$ cat config.mk
export PLATFORM = sky130hd
export DESIGN_NAME = cim_cmd_scheduler
export DESIGN_NICKNAME = d
export VERILOG_FILES = /design/src/rtl/cim_cmd_scheduler.sv
export SDC_FILE = /design/constraint.sdc
export NUM_CORES = 1
export LEC_CHECK = 0
export ABC_AREA = 0
export CAP_MARGIN = 20
export CORE_UTILIZATION = 35
export DETAILED_ROUTE_END_ITERATION = 6
export GPL_TIMING_DRIVEN = 1
export PLACE_DENSITY_LB_ADDON = 0.2
export SLEW_MARGIN = 20
export SYNTH_ARGS = -nofsm -noshare
export SYNTH_HDL_FRONTEND = slang
export SYNTH_SLANG_ARGS = --single-unit
$ cat constraint.sdc
create_clock -name clk -period 2.7 [get_ports clk]
set_clock_uncertainty 0.1 [all_clocks]
set_input_delay 0.54 -clock clk [delete_from_list [all_inputs] [get_ports clk]]
set_output_delay 0.54 -clock clk [all_outputs]
set_load 0.02 [all_outputs]
$ cat src/rtl/cim_cmd_scheduler.sv
// In-order command FIFO and issuer in front of the CIM macro controller.
// Optional perf counters are compiled in with `define CIM_SCHED_PERF_EN.
module cim_cmd_scheduler #(
  parameter int DEPTH = 4,
  parameter int CMD_W = 32
) (
  input  logic             clk,
  input  logic             rst,
  input  logic             cmd_valid,
  output logic             cmd_ready,
  input  logic [CMD_W-1:0] cmd_data,
  output logic             rd_valid,
  output logic [15:0]      rd_data,
  output logic             busy,
  output logic             Compute_valid,
  input  logic             Compute_ready,
  output logic [24:0]      Compute_command,
  output logic             ExLdSt_valid,
  output logic [6:0]       ExLdSt_command,
  output logic [15:0]      ExLdSt_wr_data,
`ifdef CIM_SCHED_PERF_EN
  input  logic [15:0]      ExLdSt_rd_data,
  output logic [31:0]      perf_cmp_cycles,
  output logic [31:0]      perf_cmd_count
`else
  input  logic [15:0]      ExLdSt_rd_data
`endif
);

  localparam int AW = $clog2(DEPTH);

  typedef enum logic [1:0] {
    IDLE,
    CMP,
    LDST
  } state_t;

  state_t           state_q;
  state_t           state_d;
  logic [CMD_W-1:0] mem [DEPTH];
  logic [AW:0]      wr_ptr;
  logic [AW:0]      rd_ptr;
  logic             full;
  logic             empty;
  logic             push;
  logic             pop;
  logic             done;
  logic             is_rd;
  logic [CMD_W-1:0] head;
  logic [24:0]      issue_q;
  logic             unused_head;

  // Extra pointer bit separates full from empty.
  assign empty = (wr_ptr == rd_ptr);
  assign full  = (wr_ptr[AW] != rd_ptr[AW]) &&
                 (wr_ptr[AW-1:0] == rd_ptr[AW-1:0]);

  assign cmd_ready = ~full;
  assign push      = cmd_valid & cmd_ready;
  assign head      = mem[rd_ptr[AW-1:0]];
  assign busy      = (state_q != IDLE) | ~empty;

  // Reserved command bits carry no meaning for the macro.
  assign unused_head = ^head[CMD_W-2:25];

  // FIFO storage write.
  always_ff @(posedge clk) begin
    if (push) begin
      mem[wr_ptr[AW-1:0]] <= cmd_data;
    end
  end

  // FIFO pointers.
  always_ff @(posedge clk or posedge rst) begin
    if (rst) begin
      wr_ptr <= '0;
      rd_ptr <= '0;
    end else begin
      if (push) wr_ptr <= wr_ptr + 1'b1;
      if (pop)  rd_ptr <= rd_ptr + 1'b1;
    end
  end

  // Issue state register.
  always_ff @(posedge clk or posedge rst) begin
    if (rst) state_q <= IDLE;
    else     state_q <= state_d;
  end

  // Next-state: completion pops the next entry with no bubble.
  always_comb begin
    state_d = state_q;
    pop     = 1'b0;
    done    = 1'b0;
    unique case (state_q)
      IDLE: begin
        if (!empty) begin
          pop     = 1'b1;
          state_d = head[CMD_W-1] ? LDST : CMP;
        end
      end
      CMP:     done = Compute_ready;
      LDST:    done = 1'b1;
      default: state_d = IDLE;
    endcase
    if (done) begin
      if (!empty) begin
        pop     = 1'b1;
        state_d = head[CMD_W-1] ? LDST : CMP;
      end else begin
        state_d = IDLE;
      end
    end
  end

  // Issue register loaded from the FIFO head on pop.
  always_ff @(posedge clk or posedge rst) begin
    if (rst)      issue_q <= '0;
    else if (pop) issue_q <= head[24:0];
  end

  // Macro-facing outputs are zero outside the matching state.
  always_comb begin
    Compute_valid   = (state_q == CMP);
    ExLdSt_valid    = (state_q == LDST);
    Compute_command = '0;
    ExLdSt_command  = '0;
    ExLdSt_wr_data  = '0;
    if (Compute_valid) Compute_command = issue_q;
    if (ExLdSt_valid) begin
      ExLdSt_command = issue_q[6:0];
      ExLdSt_wr_data = issue_q[22:7];
    end
  end

  assign is_rd = (state_q == LDST) & ~issue_q[6];

  // Read data capture; rd_data holds until the next read.
  always_ff @(posedge clk or posedge rst) begin
    if (rst) begin
      rd_valid <= 1'b0;
      rd_data  <= '0;
    end else begin
      rd_valid <= is_rd;
      if (is_rd) rd_data <= ExLdSt_rd_data;
    end
  end

`ifdef CIM_SCHED_PERF_EN
  // Saturating perf counters.
  always_ff @(posedge clk or posedge rst) begin
    if (rst) begin
      perf_cmp_cycles <= '0;
      perf_cmd_count  <= '0;
    end else begin
      if (state_q == CMP && perf_cmp_cycles != '1)
        perf_cmp_cycles <= perf_cmp_cycles + 32'd1;
      if (done && perf_cmd_count != '1)
        perf_cmd_count <= perf_cmd_count + 32'd1;
    end
  end
`endif

endmodule

==> results of run 1 <==
==> sequential cells by signal (all words and copies together), names as in the netlist <==
name and flops:
rd_valid 1, rd_ptr 3, state_q 2, wr_ptr 3, mem 104, rd_data 16
issue_q 25
==> power breakdown <==
part,switching (mW),internal [mW],total (mW)
logic,2.04,2.24,4.28
clock network,0.933,1.58,2.51
registers,0.378,3.33,3.71
total,3.35,7.15,10.5
==> metal layers <==
layer / vias up / track usage
met5: - / 0
met4: 0 / 0.07840
met3: 25 / 0.04251
met2: 112 / 0.2423
met1: 1668 / 0.1762
li1: 1557 / -
==> timing repair <==
item / CTS / global route
hold buffers: 0 / 0
endpoints found under the setup margin: 44 / 2
setup buffers: 0 / 4
resized for setup: 51 / 2
gates cloned: 0 / 0
==> layout by cell type (no fill, tap or decap), types with 2 or more instances in the layout <==
master / n
sky130_fd_sc_hd__edfxtp_1: 104
sky130_fd_sc_hd__clkdlybuf4s50_1: 66
sky130_fd_sc_hd__and2_1: 48
sky130_fd_sc_hd__dfrtp_1: 48
sky130_fd_sc_hd__dlygate4sd2_1: 47
sky130_fd_sc_hd__mux4_2: 26
sky130_fd_sc_hd__mux2_2: 23
sky130_fd_sc_hd__buf_4: 23
sky130_fd_sc_hd__mux2_4: 19
sky130_fd_sc_hd__clkbuf_16: 17
sky130_fd_sc_hd__ha_1: 8
sky130_fd_sc_hd__inv_1: 6
sky130_fd_sc_hd__and2_2: 4
sky130_fd_sc_hd__bufinv_16: 4
sky130_fd_sc_hd__xor2_2: 3
sky130_fd_sc_hd__xnor2_1: 3
sky130_fd_sc_hd__nand3_1: 3
sky130_fd_sc_hd__xor2_1: 3
sky130_fd_sc_hd__clkinv_4: 3
sky130_fd_sc_hd__clkinvlp_4: 3
sky130_fd_sc_hd__a21oi_1: 2
sky130_fd_sc_hd__a31oi_1: 2
sky130_fd_sc_hd__nand2_1: 2
sky130_fd_sc_hd__mux2i_1: 2
sky130_fd_sc_hd__o21ai_0: 2
sky130_fd_sc_hd__inv_6: 2
sky130_fd_sc_hd__buf_6: 2
sky130_fd_sc_hd__dfrtp_2: 2
==> layout make-up <==
| type | instances | area share |
|---|---|---|
| sequential | 154 | 0.5185 |
| multi-input combinational | 159 | 0.2159 |
| timing repair buffer | 140 | 0.1540 |
| clock buffer | 19 | 0.05247 |
| tap | 225 | 0.03335 |
| clock inverter | 13 | 0.02268 |
| inverter | 7 | 0.003112 |
==> final timing paths <==
| kind | from | end | slack, ns |
|---|---|---|---|
| worst max-delay path | state_q[1] | Compute_valid | 0.13 |
| worst max register to register | state_q[1] | issue_q[18] | 0.30 |
| min in group clk | issue_q[23] | issue_q[23] | 0.40 |
| max in group asynchronous | rst | rd_ptr[0] | 1.56 |
| worst min register to register | issue_q[23] | issue_q[23] | 0.40 |
| worst min-delay path | rst | rd_data[6] | 0.37 |
==> worst max-delay path, delay by kind of cell (launching register included) <==
family	cells	cell delay [ns]
buf+inv	3	0.90
flops	1	0.42
fa+ha+maj	1	0.19
==> logic make-up (layout without fill, tap and decap cells) <==
logic type	Yosys count	count (layout)	synth area share
xor gates and xnor gates	9	9	0.01255
adders and majority gates	8	8	0.01594
AOI/OAI and AO/OA	9	9	0.008967
buffers and inverters	21	179	0.01753
DFF	154	154	0.6966
muxes	70	70	0.1831
and+or+nand+nor	63	63	0.06535
==> stage by stage <==
step	util	setup TNS [ns]	instances	instance area [um^2]	total power, mW
after floorplan	-	0	334	6280	6.652
after global placement	0.4481	0	681	7804	8.104
after detailed placement	0.4481	0	681	7804	8.214
after CTS	0.4824	-0.003095	713	8402	10.64
after global routing	0.4847	0	717	8442	11.10
final	0.4847	0	717	8442	10.51
==> flow_metrics.env, run 1 <==
export IMPL_layout_min_cycle_time_ns=2.573
export IMPL_rows=48
export IMPL_clkSinkCount=154
export IMPL_antennaDiodeCount=0
export IMPL_post_route_drc_count=0
export IMPL_hold_viol=0
export IMPL_antenna_left=0
export IMPL_slew_violations=0
export IMPL_gr_usage_all_layers=0.1479
export IMPL_final_setup_viol_count=0
export IMPL_initialDrtViolationCount=106
export IMPL_largest_voltage_drop_on_the_vdd_net_uv=681.1
export IMPL_minimum_setup_slack_in_the_final_design_ns=0.1274
export IMPL_die_area_um2=18480
export IMPL_rsz0062_at_grt="false"
export IMPL_route_vias_total=3362
export IMPL_maxSlewHeadroom=0.5342
export IMPL_io_buffers=114
export IMPL_max_slew_worst_pin_slew_ns=0.6987
export IMPL_path_cells="inv_1 -> ha_1 -> buf_6 -> clkdlybuf4s50_1"
export IMPL_detailedPlacementHpwl_mm=8.174
export IMPL_synth_top_area_share=0.4973
export IMPL_ys_flop_type="sky130_fd_sc_hd__edfxtp_1"
export IMPL_synth_seq_cells=154
export IMPL_cts_buffers=17
export IMPL_syn_instance_count=334
export IMPL_rr_worst_depth=7
export IMPL_critical_path_required_ns=2.06
export IMPL_grt_pass1_wl_mm=19.44
export IMPL_antenna_violations_before_repair=1
export IMPL_total_gr_overflow=0
export IMPL_synthDistinctLibCells=29
export IMPL_syn_avg_cell_area_um2=18.80
export IMPL_mappedNetlistArea_um2=6280
export IMPL_cell_with_the_most_instances_after_synthesis="sky130_fd_sc_hd__edfxtp_1"
export IMPL_timing_critical_path_from_type="register"
export IMPL_drt_wl_total_mm=12.40
export IMPL_timing_fmax_mhz=388.7
export IMPL_drv_max_cap_violation_count=0
export IMPL_die_height_um=136.0
export IMPL_met3RoutedLength_um=764
export IMPL_initial_utilization=0.3606
export IMPL_pin_count=121
export IMPL_hold_class="in2async"
export IMPL_worst_skew_pair_later_pin_latency_ns=0.42
export IMPL_drt_vias_per_instance=4.689
export IMPL_gp_routability_congestion=0.7085
export IMPL_avgRoutedWirePerCell_um=17.29
export IMPL_grt_max_degree=28
export IMPL_number_of_iterations_in_the_first_detailed_routing_pass=4
export IMPL_timing_hold_ws_ns=0.3730
export IMPL_layout_drive_gt1_share=0.2785
export IMPL_design_final_nets=539
export IMPL_cts_clk_slew_worst_paths_ns=0.06
export IMPL_count_of_yosys_warnings_during_synthesis=0
export IMPL_syn_nets=394
export IMPL_htree_num_levels=4
export IMPL_cellLeakagePower_nw=3.369
export IMPL_synth_top_cells_by_count="104 x sky130_fd_sc_hd__edfxtp_1, 52 x sky130_fd_sc_hd__and2_1, 50 x sky130_fd_sc_hd__dfrtp_1, 26 x sky130_fd_sc_hd__mux4_2, 23 x sky130_fd_sc_hd__mux2_2"
export IMPL_yosys_top_cells_area="sky130_fd_sc_hd__edfxtp_1 50%, sky130_fd_sc_hd__dfrtp_1 20%, sky130_fd_sc_hd__mux4_2 9.3%, sky130_fd_sc_hd__and2_1 5.2%, sky130_fd_sc_hd__mux2_4 4.5%"
export IMPL_synth_enable_flop_cells=104
export IMPL_crit_fanout=15
export IMPL_top_layer_used="met4"
export IMPL_cts_root_buffer_cell="sky130_fd_sc_hd__clkbuf_16"
export IMPL_master_of_the_slowest_instance_on_the_critical_path="sky130_fd_sc_hd__clkdlybuf4s50_1"
export IMPL_first_global_vias=3617
export IMPL_place_worst_setup_slack_ns=0.1515
export IMPL_chipWidth_um=136.0
export IMPL_final_clock_period_utilization_by_the_worst_path=0.9528
export IMPL_nFillCells=1508
export IMPL_power_density_nw_per_um2=1244
export IMPL_m1WireLength_mm=5.337
export IMPL_multi_input_logic_area_um2=1823
export IMPL_max_clock_path_buffers=2
export IMPL_cts_tree="built"
export IMPL_seqCellArea_um2=4377
export IMPL_timing_worst_setup_path_type="reg2out"
export IMPL_fp_coreArea_um2=17420
export IMPL_synthToLayoutAreaGrowth_pct=34.43
export IMPL_outcome="finished, final reports clean"
export IMPL_sequential_fraction_of_the_synthesis_area=0.6966
export IMPL_timing_critical_path_arrival_ns=1.93
export IMPL_dr_wl_met2_mm=5.976
export IMPL_ys_async_sr_fraction=0.3247
export IMPL_critical_path_max_stage_delay_ns=0.62
export IMPL_synth_area_leader_cell="sky130_fd_sc_hd__edfxtp_1"
export IMPL_end_kind="output port"
No activity file was read; power rests on OpenSTA's default activity.
==> run 2, diff against run 1 <==
clock period = 3.22 ns   (was 2.7 ns; I/O delays follow)
==> run 2 against run 1 <==
Net effect: sequential power is 17% lower; clock power is 14% lower; largest power group unchanged; first-iteration DRC count is 53% higher; utilization is 0.11 points lower; non-clock buffer count is 12 lower; die area stayed put; cell area is 0.22% lower; highest routed layer unchanged; register-to-register slack better by 0.40 ns; global-route usage hardly changed; worst setup slack better by 0.14 ns; hold slack better by 0.014 ns; power is 15% lower.
==> flow_metrics.env, run 2 (synthesized netlist as in run 1, its figures left out) <==
export IMPL_cts_root_buffer_cell="sky130_fd_sc_hd__clkbuf_16"
export IMPL_clkSinkCount=154
export IMPL_antenna_violations_before_repair=1
export IMPL_timing_fmax_mhz=338.4
export IMPL_seqCellArea_um2=4377
export IMPL_timing_critical_path_from_type="register"
export IMPL_antennaDiodeCount=0
export IMPL_grt_max_degree=30
export IMPL_crit_fanout=11
export IMPL_layout_min_cycle_time_ns=2.955
export IMPL_initial_utilization=0.3606
export IMPL_multi_input_logic_area_um2=1800
export IMPL_timing_rr_start="state_q[0]"
export IMPL_gp_routability_congestion=0.6768
export IMPL_layout_drive_gt1_share=0.2479
export IMPL_largest_reg_flops=104
export IMPL_io_buffers=114
export IMPL_minimum_setup_slack_in_the_final_design_ns=0.2652
export IMPL_nFillCells=1466
export IMPL_final_clock_period_utilization_by_the_worst_path=0.9176
export IMPL_first_global_vias=3543
export IMPL_route_vias_total=3303
export IMPL_antenna_left=0
export IMPL_number_of_iterations_in_the_first_detailed_routing_pass=4
export IMPL_maxSlewHeadroom=0.5384
export IMPL_fp_coreArea_um2=17420
export IMPL_largest_voltage_drop_on_the_vdd_net_uv=451.1
export IMPL_design_final_nets=527
export IMPL_initialDrtViolationCount=162
export IMPL_die_height_um=136.0
export IMPL_place_worst_setup_slack_ns=0.5281
export IMPL_cts_tree="built"
export IMPL_chipWidth_um=136.0
export IMPL_finish_instance_area_um2=8423
export IMPL_synthToLayoutAreaGrowth_pct=34.13
export IMPL_final_common_cell="sky130_fd_sc_hd__clkdlybuf4s50_1"
export IMPL_hold_class="in2async"
export IMPL_die_area_um2=18480
export IMPL_detailedPlacementHpwl_mm=7.895
export IMPL_critical_path_required_ns=2.48
export IMPL_max_clock_path_buffers=2
export IMPL_post_route_util=0.4836
export IMPL_gr_usage_all_layers=0.1483
export IMPL_outcome="finished, final reports clean"
export IMPL_placed_cell_area_um2=7781
export IMPL_cts_clk_slew_worst_paths_ns=0.06
export IMPL_final_layout_setup_total_negative_slack_ns=0
export IMPL_pin_count=121
export IMPL_r2r_setup_slack_ns=0.70
export IMPL_grt_pass1_wl_mm=19.41
export IMPL_timing_hold_ws_ns=0.3866
export IMPL_final_setup_viol_count=0
export IMPL_total_gr_overflow=0
export IMPL_finalPower_mw=8.891
export IMPL_htree_num_levels=4
export IMPL_resized_gates_after_cts=0
export IMPL_post_cts_setup_buffer_count=0
export IMPL_rr_worst_depth=7
export IMPL_timing_worst_setup_path_type="reg2out"
export IMPL_rsz0062_at_grt="false"
export IMPL_rows=48
export IMPL_avgRoutedWirePerCell_um=17.70
export IMPL_cellLeakagePower_nw=3.101
export IMPL_worst_skew_pair_later_pin_latency_ns=0.42
export IMPL_drt_vias_per_instance=4.685
export IMPL_drv_max_cap_violation_count=0
export IMPL_end_kind="output port"
export IMPL_drt_wl_total_mm=12.48
export IMPL_power_density_nw_per_um2=1056
export IMPL_worstReg2RegEnd="issue_q[23]"
export IMPL_max_slew_worst_pin_slew_ns=0.6924
export IMPL_final_cell_mix="114 x sky130_fd_sc_hd__clkdlybuf4s50_1, 104 x sky130_fd_sc_hd__edfxtp_1, 48 x sky130_fd_sc_hd__and2_1, 48 x sky130_fd_sc_hd__dfrtp_1, 26 x sky130_fd_sc_hd__mux4_2"
export IMPL_layoutNonFillerInstCount=705
export IMPL_timing_critical_path_arrival_ns=2.21
export IMPL_dp_cells=673
export IMPL_slew_violations=0
export IMPL_cts_hold_buffers_added=0
export IMPL_hold_viol=0
export IMPL_cts_buffers=17
export IMPL_post_route_drc_count=0
run 2: worst max-delay path by stage:
| stage | startpoint | endpoint | slack, ns | cells after the start |
|---|---|---|---|---|
| 2_1_floorplan | rd_ptr[1] | mem[3][0] | 0.92 | 4 |
| 3_3_place_gp | Compute_ready | issue_q[19] | 0.56 | 5 |
| 3_5_place_dp | Compute_ready | issue_q[19] | 0.53 | 5 |
| 4_1_cts | state_q[0] | ExLdSt_wr_data[3] | 0.18 | 5 |
| 5_1_grt | state_q[0] | ExLdSt_wr_data[8] | 0.11 | 5 |
| 6_report | state_q[0] | ExLdSt_wr_data[8] | 0.27 | 5 |
run 2: cell type report:
| cell class | count | share of cell area |
|---|---|---|
| well taps | 225 | 0.03342 |
| clock buffers | 20 | 0.05303 |
| inverters | 7 | 0.003119 |
| flip-flops and latches | 154 | 0.5196 |
| clock inverters | 12 | 0.02317 |
| repair buffers | 128 | 0.1539 |
| multi-input cells | 159 | 0.2138 |
run 2: per-layer routing:
metal,track usage,wire (um)
met2,0.2426,6090
met4,0.06667,248
met1,0.1810,5367
met3,0.04400,768
met5,0,0
run 2: power by group:
part           internal, mW  total [mW]  switching [mW]
combinational          1.94        3.65            1.71
clock                  1.39        2.15           0.754
sequential             2.80        3.09           0.297
total                  6.13        8.89            2.76
run 2: critical path, stage by stage, from the launching register on:
cell and delay, ns:
sky130_fd_sc_hd__dfrtp_1 0.41, sky130_fd_sc_hd__inv_1 0.09, sky130_fd_sc_hd__ha_1 0.29, sky130_fd_sc_hd__buf_4 0.25
sky130_fd_sc_hd__and2_1 0.15, sky130_fd_sc_hd__clkdlybuf4s50_1 0.60
==> edit (settings of run 2) <==
Build with the macro `CIM_SCHED_PERF_EN` defined.
--- a/src/rtl/cim_cmd_scheduler.sv
+++ b/src/rtl/cim_cmd_scheduler.sv
@@ -1,5 +1,7 @@
 // In-order command FIFO and issuer in front of the CIM macro controller.
 // Optional perf counters are compiled in with `define CIM_SCHED_PERF_EN.
+`define CIM_SCHED_PERF_EN
+
 module cim_cmd_scheduler #(
   parameter int DEPTH = 4,
   parameter int CMD_W = 32
Function (old outputs only; new: perf_cmd_count and perf_cmp_cycles): kept (equiv_simple and equiv_induct, registers matched by name and starting in step).
==> edit against run 2 <==
- maximum frequency shrank 1.6%
- sequential cell count grew 64
- highest routed layer unchanged
- sequential power grew 30%
- first-iteration DRC count grew 110%
- worst setup slack lost 0.047 ns
- critical endpoint is now ExLdSt_command[0]
- total power grew 22%
- largest power group is now sequential cells
- cell area grew 47%
- routed wire length grew 67%
- area after synthesis grew 46%
==> edit: results (changes against run 2) <==
r2r-end: "perf_cmd_count[29]$_DFFE_PP0P_"  # was issue_q[23]$_DFFE_PP0P_
reg2reg_slack_ns: 0.61  # was 0.70 ns
dr_total_vias: 5770  # was 3303
p_sw_share_pct: 31.2  # was 31.0%
crit_arrival_ns: 2.26  # was 2.21 ns
synth_area_leaders: "edfxtp_1 (34%), dfrtp_1 (31%), mux4_2 (6.4%)"  # was edfxtp_1 (50%), dfrtp_1 (20%), mux4_2 (9.3%)
regToRegStartpoint: "perf_cmd_count[0]$_DFFE_PP0P_"  # was state_q[0]$_DFFE_PP0P_
grt_max_degree: 46  # was 30
portBuffers: 178  # was 114
finalWeightedCongestion: 0.810  # was 0.677
numCtsBuffers: 25  # was 17
netlist-cell-type-count: 47  # was 29
synth-async-reset-ratio_pct: 52.3  # was 32.5%
ys_top_cells_by_count: "dfrtp_1 (114), edfxtp_1 (104), and2_1 (50)"  # was edfxtp_1 (104), and2_1 (52), dfrtp_1 (50)
clk_path_buf_depth: 3  # was 2
hp-class: "reg2reg"  # was in2async
layout.cells.non_filler: 1176  # was 705
synth_seq_area_share_pct: 65.1  # was 69.7%
post_dp_cell_area_mm2: 0.0115  # was 0.00778 mm²
route.met3.wl_um: 1440  # was 768 µm
track_usage_pct: 15.6  # was 14.8%
layout-drive-gt1-share_pct: 17.0  # was 24.8%
whs_ns: 0.393  # was 0.387 ns
grt_pass1_vias: 5924  # was 3543
cts_max_level: 1  # was 4
layout.nets: 888  # was 527
dp_cells: 1129  # was 673
dp_hpwl_um: 14000  # was 7890 µm
synthesis.nets: 683  # was 394
leakagePower_nw: 4.79  # was 3.10 nW
status: "complete, no violations"  # unchanged
wl_per_cell_um: 17.7  # about the same
crit_path_max_fanout: 18  # was 11
ir_drop_uv: 579  # was 451 µV
wl_met2_um: 9640  # was 6090 µm
## edit: cell count changes after synthesis, sizes merged, moves of 4 or more
cell,change
xnor2,+25
inv,+7
dfrtp,+64
nand3,+16
xor2,+31
nor3,+13
clkbuf,+4
nor4,+14
nor2,+28
and3,+11
nand4,+23
nand2,+32
## edit: metal layers
layer / global-route usage (%) / up-vias
met4: 3.58 / 0
met2: 25.4 / 197
met3: 3.41 / 27
met5: 0 / -
li1: - / 2686
met1: 21.2 / 2860
## edit: kinds of logic (layout without fill, tap and decap cells)
group,count (synthesis),after routing,synth area share (%)
flops,218,218,65.1
simple gates,207,207,12.4
mux,69,69,11.7
xor+xnor,65,65,6.21
buf+inv,33,257,1.60
compound gates,19,19,1.61
fa+ha+maj,10,10,1.36
other cells,0,1,0
## edit: worst reg2reg max path, stage by stage, from the launching register on
cell	delay [ns]
dfrtp_1	0.41
ha_1	0.25
nand3_1	0.14
or4_4	0.56
o31ai_4	0.54
buf_4	0.25
nor4_1	0.07
xor2_1	0.16
## edit: worst max-delay path by stage
stage,from,endpoint,cells past startpoint
6_report,state_q[0]$_DFFE_PP0P_,ExLdSt_command[0],5
5_1_grt,state_q[1]$_DFFE_PP0P_,Compute_command[21],5
4_1_cts,state_q[1]$_DFFE_PP0P_,Compute_command[21],5
3_5_place_dp,Compute_ready,perf_cmd_count[29]$_DFFE_PP0P_,7
3_3_place_gp,Compute_ready,perf_cmd_count[27]$_DFFE_PP0P_,7
2_1_floorplan,perf_cmp_cycles[17]$_DFFE_PP0P_,perf_cmp_cycles[1]$_DFFE_PP0P_,7
## edit: area by class of cell
class                   count  area, µm²
repair buffers            197       1990
flip-flops and latches    218       5980
fillers                  2199      13100
well taps                 330        413
multi-input cells         370       3050
clock inverters            13        179
clock buffers              33        686
inverters                  14       56.3
diodes                      1       2.50
## edit: power by group through the flow
stage / Combinational [W] / Clock (W) / Sequential (W)
after floorplan: 0.00224 / 0 / 0.00416
after global placement: 0.00383 / 0 / 0.00405
after detailed placement: 0.00391 / 0 / 0.00410
after CTS: 0.00392 / 0.00303 / 0.00405
after global routing: 0.00413 / 0.00314 / 0.00412
final: 0.00382 / 0.00295 / 0.00403
## edit: through the flow
| step | worst slack (ns) | utilization (%) |
|---|---|---|
| 4_1_cts | 0.181 | 48.5 |
| 5_1_grt | 0.100 | 48.5 |
| 2_1_floorplan | 0.822 | - |
| 6_report | 0.218 | 48.5 |
| 3_3_place_gp | 0.637 | 45.1 |
| 3_5_place_dp | 0.587 | 45.1 |
